$ cat src/rtl/pdm_pkg.sv
// pdm_pkg: shared constants and helpers for the PDM CIC decimator.
//   CIC_ORDER  - number of integrator/comb stages per channel
//   DC_SHIFT   - pole position of the optional DC-removal high-pass
//   calc_acc_w - integrator/comb width for a given log2 decimation ratio
//   sat_trunc  - arithmetic right shift followed by clamp to a signed width
package pdm_pkg;

    localparam int CIC_ORDER = 3;
    localparam int DC_SHIFT  = 10;

    // Bit growth of an order-N CIC with decimation 2^log2_decim is
    // N*log2_decim bits; two extra bits cover the +/-1 input and the sign.
    function automatic int calc_acc_w(input int log2_decim);
        return 2 + CIC_ORDER * log2_decim;
    endfunction

    // Result is returned sign-extended to 32 bits; callers keep the low
    // out_w bits, which are guaranteed to represent the clamped value.
    function automatic logic signed [31:0] sat_trunc(input logic signed [31:0] x,
                                                     input int shift,
                                                     input int out_w);
        logic signed [31:0] s;
        logic signed [31:0] max_v;
        logic signed [31:0] min_v;
        s     = x >>> shift;
        max_v = (32'sd1 <<< (out_w - 1)) - 32'sd1;
        min_v = -(32'sd1 <<< (out_w - 1));
        if (s > max_v) begin
            return max_v;
        end else if (s < min_v) begin
            return min_v;
        end
        return s;
    endfunction

endpackage

$ cat src/rtl/pdm_cic_decimator_cic3_channel.sv
// cic3_channel: one channel of the 3rd-order CIC decimator.
// Optional build macro: PDM_DC_BLOCK_EN adds a DC-removal high-pass after
// saturation (one extra clk of latency).
// Ports:
//   clk, reset_n  - system clock, asynchronous active-low reset
//   clr           - synchronous clear of filter state (pcm holds)
//   sample_en     - this channel's PDM sample cycle
//   sample_bit    - synchronised PDM bit (1 -> +1, 0 -> -1)
//   snap_en       - decimation event; snapshot the last integrator
//   comb_en       - evaluate the comb chain on the snapshot
//   load_en       - update the output (or start the high-pass stage)
//   pcm           - signed output sample
module cic3_channel
    import pdm_pkg::*;
#(
    parameter int LOG2_DECIM = 6,
    parameter int OUT_W      = 16
) (
    input  logic                    clk,
    input  logic                    reset_n,
    input  logic                    clr,
    input  logic                    sample_en,
    input  logic                    sample_bit,
    input  logic                    snap_en,
    input  logic                    comb_en,
    input  logic                    load_en,
    output logic signed [OUT_W-1:0] pcm
);

    localparam int ACC_W = calc_acc_w(LOG2_DECIM);
    localparam int SHIFT = CIC_ORDER * LOG2_DECIM + 1 - OUT_W;

    if (SHIFT < 0) begin : g_shift_check
        $error("cic3_channel: OUT_W too wide for LOG2_DECIM (negative output shift)");
    end

    logic signed [ACC_W-1:0] x_in;
    logic signed [ACC_W-1:0] i1, i2, i3;
    logic signed [ACC_W-1:0] i1_nxt, i2_nxt, i3_nxt;
    logic signed [ACC_W-1:0] i3_now;
    logic signed [ACC_W-1:0] snap;
    logic signed [ACC_W-1:0] d1, d2, d3;
    logic signed [ACC_W-1:0] c1, c2, c3;
    logic signed [31:0]      sat32;
    logic signed [OUT_W-1:0] sat_val;

    always_comb begin
        x_in   = sample_bit ? ACC_W'(1) : '1;
        // Integrators chain combinationally so every stage sees this
        // cycle's sample; wrap-around is intentional and cancels in the combs.
        i1_nxt = i1 + x_in;
        i2_nxt = i2 + i1_nxt;
        i3_nxt = i3 + i2_nxt;
        // A sample arriving in the decimation cycle belongs to this frame.
        i3_now = sample_en ? i3_nxt : i3;
        c1     = snap - d1;
        c2     = c1 - d2;
        c3     = c2 - d3;
        sat32  = sat_trunc(32'(c3), SHIFT, OUT_W);
        sat_val = sat32[OUT_W-1:0];
    end

    always_ff @(posedge clk or negedge reset_n) begin
        if (!reset_n) begin
            i1 <= '0; i2 <= '0; i3 <= '0;
            snap <= '0;
            d1 <= '0; d2 <= '0; d3 <= '0;
        end else if (clr) begin
            i1 <= '0; i2 <= '0; i3 <= '0;
            snap <= '0;
            d1 <= '0; d2 <= '0; d3 <= '0;
        end else begin
            if (sample_en) begin
                i1 <= i1_nxt;
                i2 <= i2_nxt;
                i3 <= i3_nxt;
            end
            if (snap_en) begin
                snap <= i3_now;
            end
            if (comb_en) begin
                d1 <= snap;
                d2 <= c1;
                d3 <= c2;
            end
        end
    end

`ifdef PDM_DC_BLOCK_EN
    localparam int HP_W = OUT_W + 4;

    logic signed [OUT_W-1:0] x_hold, x_prev, y_prev;
    logic                    hp_pend;
    logic signed [HP_W-1:0]  hp_sum;
    logic signed [31:0]      hp_sat32;
    logic signed [OUT_W-1:0] hp_val;

    // y = x - x_prev + y_prev - (y_prev >>> DC_SHIFT), computed wide.
    always_comb begin
        hp_sum   = HP_W'(x_hold) - HP_W'(x_prev) + HP_W'(y_prev)
                   - HP_W'(y_prev >>> DC_SHIFT);
        hp_sat32 = sat_trunc(32'(hp_sum), 0, OUT_W);
        hp_val   = hp_sat32[OUT_W-1:0];
    end

    always_ff @(posedge clk or negedge reset_n) begin
        if (!reset_n) begin
            x_hold <= '0; x_prev <= '0; y_prev <= '0;
            hp_pend <= 1'b0;
            pcm <= '0;
        end else if (clr) begin
            x_hold <= '0; x_prev <= '0; y_prev <= '0;
            hp_pend <= 1'b0;
        end else begin
            hp_pend <= load_en;
            if (load_en) begin
                x_hold <= sat_val;
            end
            if (hp_pend) begin
                x_prev <= x_hold;
                y_prev <= hp_val;
                pcm    <= hp_val;
            end
        end
    end
`else
    always_ff @(posedge clk or negedge reset_n) begin
        if (!reset_n) begin
            pcm <= '0;
        end else if (!clr && load_en) begin
            pcm <= sat_val;
        end
    end
`endif

endmodule

$ cat src/rtl/pdm_cic_decimator.sv
// pdm_cic_decimator: stereo PDM capture and 3rd-order CIC decimation.
// Left mic sampled on pdm_clk falling edges, right mic on rising edges.
// Optional build macro: PDM_DC_BLOCK_EN (DC-removal high-pass, +1 clk latency).
// Ports:
//   clk, reset_n         - system clock, asynchronous active-low reset
//   pdm_clk              - divided mic clock (from a clk-domain flop)
//   pdm_data             - PDM pad data, asynchronous to clk
//   enable               - run/stop; low clears filter state, pcm holds
//   pcm_left, pcm_right  - signed PCM samples
//   pcm_valid            - one-clk strobe when both pcm outputs update
// Handshake: pcm_valid is a push-only strobe with no ready; the consumer
// must capture pcm_left/pcm_right in the cycle pcm_valid is high.
module pdm_cic_decimator
    import pdm_pkg::*;
#(
    parameter int LOG2_DECIM = 6,
    parameter int OUT_W      = 16
) (
    input  logic                    clk,
    input  logic                    reset_n,
    input  logic                    pdm_clk,
    input  logic                    pdm_data,
    input  logic                    enable,
    output logic signed [OUT_W-1:0] pcm_left,
    output logic signed [OUT_W-1:0] pcm_right,
    output logic                    pcm_valid
);

    logic                  data_s1, data_s2;
    logic                  pdm_clk_d1;
    logic                  rise, fall;
    logic                  dec_evt;
    logic                  startup_done;
    logic [LOG2_DECIM-1:0] dec_cnt;
    logic [1:0]            startup_cnt;
    logic                  comb_pend;
    logic                  emit_d1;
`ifdef PDM_DC_BLOCK_EN
    logic                  emit_d2;
`endif

    // Synchronisers and edge history run regardless of enable so that the
    // first edge after re-enable is seen correctly.
    always_ff @(posedge clk or negedge reset_n) begin
        if (!reset_n) begin
            data_s1    <= 1'b0;
            data_s2    <= 1'b0;
            pdm_clk_d1 <= 1'b0;
        end else begin
            data_s1    <= pdm_data;
            data_s2    <= data_s1;
            pdm_clk_d1 <= pdm_clk;
        end
    end

    always_comb begin
        fall         = pdm_clk_d1 & ~pdm_clk;
        rise         = ~pdm_clk_d1 & pdm_clk;
        dec_evt      = rise && (dec_cnt == {LOG2_DECIM{1'b1}});
        // The first three events only prime the comb delays.
        startup_done = (startup_cnt == 2'd3);
    end

    always_ff @(posedge clk or negedge reset_n) begin
        if (!reset_n) begin
            dec_cnt     <= '0;
            startup_cnt <= '0;
            comb_pend   <= 1'b0;
            emit_d1     <= 1'b0;
`ifdef PDM_DC_BLOCK_EN
            emit_d2     <= 1'b0;
`endif
            pcm_valid   <= 1'b0;
        end else if (!enable) begin
            dec_cnt     <= '0;
            startup_cnt <= '0;
            comb_pend   <= 1'b0;
            emit_d1     <= 1'b0;
`ifdef PDM_DC_BLOCK_EN
            emit_d2     <= 1'b0;
`endif
            pcm_valid   <= 1'b0;
        end else begin
            if (rise) begin
                dec_cnt <= dec_cnt + 1'b1;
            end
            if (dec_evt && !startup_done) begin
                startup_cnt <= startup_cnt + 2'd1;
            end
            comb_pend <= dec_evt;
            emit_d1   <= dec_evt && startup_done;
`ifdef PDM_DC_BLOCK_EN
            emit_d2   <= emit_d1;
            pcm_valid <= emit_d2;
`else
            pcm_valid <= emit_d1;
`endif
        end
    end

    cic3_channel #(.LOG2_DECIM(LOG2_DECIM), .OUT_W(OUT_W)) u_left (
        .clk        (clk),
        .reset_n    (reset_n),
        .clr        (~enable),
        .sample_en  (fall),
        .sample_bit (data_s2),
        .snap_en    (dec_evt),
        .comb_en    (comb_pend),
        .load_en    (emit_d1),
        .pcm        (pcm_left)
    );

    cic3_channel #(.LOG2_DECIM(LOG2_DECIM), .OUT_W(OUT_W)) u_right (
        .clk        (clk),
        .reset_n    (reset_n),
        .clr        (~enable),
        .sample_en  (rise),
        .sample_bit (data_s2),
        .snap_en    (dec_evt),
        .comb_en    (comb_pend),
        .load_en    (emit_d1),
        .pcm        (pcm_right)
    );

endmodule
$ cat config.mk
export PLATFORM = sky130hd
export DESIGN_NAME = pdm_cic_decimator
export DESIGN_NICKNAME = d
export VERILOG_FILES = /design/src/rtl/pdm_pkg.sv /design/src/rtl/pdm_cic_decimator_cic3_channel.sv /design/src/rtl/pdm_cic_decimator.sv
export SDC_FILE = /design/constraint.sdc
export NUM_CORES = 1
export LEC_CHECK = 0
export BUFFER_PORTS_ARGS = -buffer_cell sky130_fd_sc_hd__clkbuf_2
export CAP_MARGIN = 30
export CORE_UTILIZATION = 65
export DETAILED_ROUTE_END_ITERATION = 12
export PLACE_DENSITY = 0.79
export SETUP_SLACK_MARGIN = 0.02
export SYNTH_ARGS = -nofsm -noshare
export SYNTH_HDL_FRONTEND = slang
export SYNTH_SLANG_ARGS = --single-unit
$ cat constraint.sdc
create_clock -name clk -period 7.04 [get_ports clk]
set_input_delay 0.704 -clock clk [delete_from_list [all_inputs] [get_ports clk]]
set_output_delay 0.704 -clock clk [all_outputs]
set_load 0.02 [all_outputs]
# ---- Word-level counts from Yosys, hierarchy flattened
# Cells that the tools add are included.
dict set report classes {
  addsub 14
  magnitude_cmp 4
  eq_ne 7
  n_mux 46
  n_bitwise 4
  n_reduce_logical 5
}
# cell n
set ops {}
lappend ops {{2-to-1 mux 20 bit} 29}
lappend ops {{adder 20 bit} 6}
lappend ops {{subtractor 20 bit} 6}
lappend ops {{2-to-1 mux 16 bit} 6}
lappend ops {{> comparator 17 x 16 -> 1 bit, second input constant} 2}
lappend ops {{< comparator 17 x 16 -> 1 bit, second input constant} 2}
lappend ops {{2-to-1 mux 6 bit} 2}
lappend ops {{inequality test 2 x 1 -> 1 bit, second input constant} 5}
lappend ops {{2-to-1 mux 1 bit} 7}
lappend ops {{adder 6 x 1 -> 6 bit, second input constant} 1}
lappend ops {{== test 6 bit, second input constant} 1}
lappend ops {{logical AND 1 bit} 4}
lappend ops {{2-to-1 mux 2 bit} 2}
lappend ops {{adder 2 x 1 -> 2 bit, second input constant} 1}
lappend ops {{AND 1 bit} 2}
lappend ops {{== test 2 bit, second input constant} 1}
lappend ops {{NOT 1 bit} 2}
lappend ops {{logical NOT 1 bit} 1}
dict set report word_totals {
  regBits 326
  inputBits 5
  out_inout_bits 33
  elab_cells 104
}

# ---- Longest topological paths before layout
dict set report logic_depth {
  word_depth 7
  ltp_mapped 32
  ltp_nobuf 31
}

# ---- Cells and area by module
# A second synthesis with hierarchy kept.
dict set report hier_totals {
  hier_cells 2569
  area_unflattened_um2 23307.4
}
# module n_inst cells_per_inst area_each_um2 seq_area_each_um2
set modules_own_cells {}
lappend modules_own_cells {{cic3_channel (u_right)} 1 1271 11394.7 3903.7}
lappend modules_own_cells {{cic3_channel (u_left)} 1 1245 11292.1 3903.7}
lappend modules_own_cells {pdm_cic_decimator 1 53 620.6 350.3}

# ---- Least setup slack after synthesis
# No wires, ideal clock.
dict set report synth_timing {
  path_kind {reg2reg}
  start {reg data_s2}
  end {reg u_right.i3[19]}
  setup_ps 78
  t_arrival_ps 5950
  setup_slack_ps 1012
  stages_incl_launch_ff 28
  synth_period_minus_slack_ps 6028
  path_cell_list {dfrtp_1 > inv_1 > ha_1 > nor2b_1 > o21ai_0 > a21boi_0 > o21ai_0 > a21oi_1 > o21ai_0 > nand2_1 > xor2_1 > ha_1 > clkbuf_1 > a21o_1 > a21o_1 > a21oi_1 > o211a_1 > nor3_1 > xor2_1 > ha_1 > nand2_1 > or4_1 > o21ai_1 > o41ai_2 > xor2_1 > xnor2_1 > or3_1 > a21oi_1}
}
dict set report synth_via {
  elab_chain_len 6
}
# element line
set synth_lines {}
lappend synth_lines {{start: declaration} pdm_cic_decimator.sv:29} ;# logic data_s1, data_s2;
lappend synth_lines {{start signal: assignment} pdm_cic_decimator.sv:51} ;# data_s2 <= data_s1;
lappend synth_lines {{2-to-1 mux 20 bit} pdm_cic_decimator_cic3_channel.sv:48} ;# x_in = sample_bit ? ACC_W'(1) : '1;
lappend synth_lines {{adder 20 bit} pdm_cic_decimator_cic3_channel.sv:51} ;# i1_nxt = i1 + x_in;
lappend synth_lines {{adder 20 bit} pdm_cic_decimator_cic3_channel.sv:52} ;# i2_nxt = i2 + i1_nxt;
lappend synth_lines {{adder 20 bit} pdm_cic_decimator_cic3_channel.sv:53} ;# i3_nxt = i3 + i2_nxt;
lappend synth_lines {{2-to-1 mux 20 bit} pdm_cic_decimator_cic3_channel.sv:73} ;# if (sample_en) begin
lappend synth_lines {{2-to-1 mux 20 bit} pdm_cic_decimator_cic3_channel.sv:68} ;# end else if (clr) begin
lappend synth_lines {{end signal: assignment} pdm_cic_decimator_cic3_channel.sv:76} ;# i3 <= i3_nxt;
lappend synth_lines {{end: declaration} pdm_cic_decimator_cic3_channel.sv:38} ;# logic signed [ACC_W-1:0] i1, i2, i3;
# Every way passes these cells.
# A chain may end at the register's enable or synchronous reset.

# ---- Worst setup path in the final report
dict set report layout_timing {
  start {reg u_left.snap[0]}
  end {reg u_left.pcm[14]}
}
dict set report layout_via {
  elab_chain_len 7
}
# element line
set layout_lines {}
lappend layout_lines {{start: declaration} pdm_cic_decimator_cic3_channel.sv:41} ;# logic signed [ACC_W-1:0] snap;
lappend layout_lines {{start signal: assignment} pdm_cic_decimator_cic3_channel.sv:79} ;# snap <= i3_now;
lappend layout_lines {{subtractor 20 bit (*)} pdm_cic_decimator_cic3_channel.sv:56} ;# c1 = snap - d1;
lappend layout_lines {{subtractor 20 bit (*)} pdm_cic_decimator_cic3_channel.sv:57} ;# c2 = c1 - d2;
lappend layout_lines {{subtractor 20 bit (*)} pdm_cic_decimator_cic3_channel.sv:58} ;# c3 = c2 - d3;
lappend layout_lines {{< comparator 17 x 16 -> 1 bit} pdm_pkg.sv:30} ;# end else if (s < min_v) begin
lappend layout_lines {{2-to-1 mux 1 bit} pdm_pkg.sv:30}
lappend layout_lines {{2-to-1 mux 1 bit} pdm_pkg.sv:28} ;# if (s > max_v) begin
lappend layout_lines {{2-to-1 mux 16 bit (*)} pdm_pkg.sv:33} ;# return s;
lappend layout_lines {{end signal: assignment} pdm_cic_decimator_cic3_channel.sv:131} ;# pcm <= sat_val;
lappend layout_lines {{end: declaration} pdm_cic_decimator_cic3_channel.sv:27} ;# output logic signed [OUT_W-1:0] pcm
# Mark *: on every way between the ends. The rest lies on a longest branch, timed or not.

==> results.toml <==
[power]
cellPowerDensity_nw_per_um2 = 434.8
ir_worst_vdd_mv = 0.7361
power.total_mw = 10.87
p_leak_nw = 11.40

[critical_path]
r2r-start = "u_left.snap[0]$_DFFE_PN0P_"
endpoint = "u_left.pcm[14]$_DFFE_PN0P_"
startpoint_type = "flip-flop"
critPathArrivalTime_ps = 7030
crit_start = "u_left.snap[0]$_DFFE_PN0P_"
path_class = "flip-flop to flip-flop"
critical_path.top_delay_family = "compound AO/OA/AOI/OAI gates"
cp.required_ps = 7500
crit_cells = 29
path_max_fanout = 12
rr_worst_depth = 29
ff2ff_setup_slack_ps = 460
cpPeakStageDelay_ps = 440
crit_path_frequent_cell = "a21oi_1"
r2r-end = "u_left.pcm[14]$_DFFE_PN0P_"
slowest_stage = "and2_1"
crit_buf_inv = 3
crit_path_end_kind = "flip-flop"

[logic_synthesis]
synthDistinctLibCells = 77
yosys_warnings = 0
syn-cell-area_um2 = 23140
synth-edff-count = 0
syn_nets = 2895
avgSynthCellArea_um2 = 8.720
syn_inst = 2654
ys_async_sr_fraction = 1.000
synth_flop_cell = "dfrtp_1"
yosysSeqAreaShare = 0.3525
synth_seq_cells = 326

[timing]
hold_violations = 0
slew_headroom = 0.3129
setup_tns_ps = 0
min_period_over_period = 0.9341
rsz0062_at_grt = "no"
setup_viol = 0
skew_ps = 10.51
max_freq_ghz = 0.1521
tightest_slew_ps = 1031
drv_slew = 0
post-route-min-period_ps = 6576
timing.hold.ws_ps = 233.2

[run_status]
status = "finished clean"

[global_route]
grt_max_degree = 137
antenna_found_initial = 0
grt_pass1_wl_um = 82480
grt_pass1_vias = 18070
overflow = 0
grt_usage = 0.2684

[clock_network]
cts_tree = "done"
clockBufferDepth = 3
post_cts_buffers = 0
clk_pin_slew_ps = 60
worstSkewPairLatency_ps = 530
htreeDepth = 2
numCtsBuffers = 37
ctsHoldBuffers = 0
clock_sinks = 326
ctsResizeCount = 0
cts_root_buffer = "clkbuf_16"

[placed_design]
post-dp-hpwl_um = 33280
place_congestion = 0.8702
io_buffer_count = 37
dp.cells = 3069

[finish]
final_cell_mix = "dfrtp_1, nor2_1, nand2_1"
final_common_cell = "dfrtp_1"
syn_to_final_growth_pct = 8.002
stdcell_count = 3133
nNetsFinal = 2894
layout-drive-gt1-share = 0.06311
n_antenna_cell = 0

[run]
drv_cap = 0

[floorplan]
core_area_um2 = 34800
dieArea_um2 = 36360
die_y_um = 190.7
ioPinCount = 38
rows = 68
fp.dieW_um = 190.7
initial_core_util = 0.6650

[detailed_routing]
via_per_inst = 5.906
routed_wl_um = 48190
wl_per_cell_um = 15.38
vias = 18500
drc = 0
firstDrtPassIters = 5
dr.first_iter.drc_count = 1182
postRouteAntennaNets = 0

[min_path]
hp-class = "input port to async pin"
==> power by group <==
group          leakage, nW  switching, mW  total, mW  internal (mW)
clock                0.627          0.801       2.05           1.24
sequential            4.49         0.0720       2.05           1.97
combinational         6.29           3.96       6.78           2.82
==> through the flow <==
| stage | setup WS, ps | utilization | instance area (µm²) |
|---|---|---|---|
| 3_3_place_gp | 750.7 | 0.6814 | 23710 |
| 3_5_place_dp | 546.4 | 0.6814 | 23710 |
| 2_1_floorplan | 1012 | - | 23140 |
| 4_1_cts | 517.9 | 0.7183 | 24990 |
| 6_report | 463.8 | 0.7183 | 24990 |
| 5_1_grt | 24.27 | 0.7183 | 24990 |
==> per-layer routing <==
metal,wire length [µm],global-route usage,share of wire,vias to the layer above
met1,22020,0.3463,0.46,8849
li1,-,-,-,9228
met4,1106,0.08246,0.023,0
met2,23360,0.4691,0.48,339
met5,0,0,0,-
met3,1705,0.03202,0.035,87
==> worst min path at each step <==
stage                                      to  cells past startpoint         startpoint
floorplan                   data_s2$_DFF_PN0_                      0  data_s1$_DFF_PN0_
global placement            data_s2$_DFF_PN0_                      0  data_s1$_DFF_PN0_
detailed placement          data_s2$_DFF_PN0_                      0  data_s1$_DFF_PN0_
CTS                         data_s1$_DFF_PN0_                      1           pdm_data
global route                data_s1$_DFF_PN0_                      1           pdm_data
finish              u_right.d3[2]$_DFFE_PN0P_                      1            reset_n
==> layout make-up <==
type | instances | area, µm²
Inverter | 180 | 680.7
Clock inverter | 19 | 276.5
Tap cell | 455 | 569.3
Multi-Input combinational cell | 2054 | 13960
Sequential cell | 326 | 8162
Clock buffer | 45 | 1006
Fill cell | 2600 | 9804
Timing Repair Buffer | 54 | 335.3
==> Yosys cell counts, types with 7 or more instances <==
| library cell | instances | share of area |
|---|---|---|
| o31ai_1 | 26 | 0.0084 |
| nand2b_1 | 24 | 0.0065 |
| and3_1 | 29 | 0.0078 |
| a2bb2oi_1 | 9 | 0.0034 |
| o21ai_0 | 107 | 0.023 |
| o21a_1 | 44 | 0.014 |
| xnor2_1 | 136 | 0.051 |
| nand2_1 | 284 | 0.046 |
| buf_1 | 13 | 0.0021 |
| clkbuf_1 | 77 | 0.012 |
| o21ai_1 | 16 | 0.0035 |
| nor3_1 | 47 | 0.010 |
| nor2_1 | 316 | 0.051 |
| mux2_2 | 13 | 0.0063 |
| a21o_1 | 49 | 0.016 |
| dfrtp_1 | 326 | 0.35 |
| fa_1 | 10 | 0.0087 |
| nand4_1 | 11 | 0.0030 |
| a31o_2 | 7 | 0.0026 |
| or2_2 | 9 | 0.0024 |
| o41ai_1 | 9 | 0.0034 |
| mux2i_1 | 105 | 0.045 |
| nor2b_1 | 31 | 0.0084 |
| nand3_1 | 38 | 0.0082 |
| o211ai_1 | 14 | 0.0045 |
| and2_1 | 15 | 0.0041 |
| a31oi_1 | 11 | 0.0030 |
| inv_1 | 180 | 0.029 |
| xor2_1 | 56 | 0.021 |
| ha_1 | 226 | 0.12 |
| a211oi_1 | 33 | 0.011 |
| o21bai_1 | 20 | 0.0065 |
| a21boi_0 | 14 | 0.0045 |
| a21oi_1 | 222 | 0.048 |
| or3_1 | 30 | 0.0081 |
==> worst reg2reg max path, delay by kind of cell, from the launching register on <==
kind,cells,cell delay (ps)
flip-flops,1,390
AND/OR/NAND/NOR,3,620
XOR/XNOR,3,790
AO/OA/AOI/OAI,16,3320
adder cells (fa/ha/maj),4,1220
buffers and inverters,3,180
==> cells by family (layout without fill, tap and decap cells) <==
family                     after synthesis  count (layout)  share of synthesized area
buffers and inverters                  274             298                    0.04493
adders and majority gates              237             237                     0.1313
DFF                                    326             326                     0.3525
xor gates and xnor gates               194             194                    0.07472
and+or+nand+nor                        867             867                     0.1678
muxes                                  118             118                    0.05174
AOI/OAI and AO/OA                      638             638                     0.1770
Power figures use the tool's default switching activity.
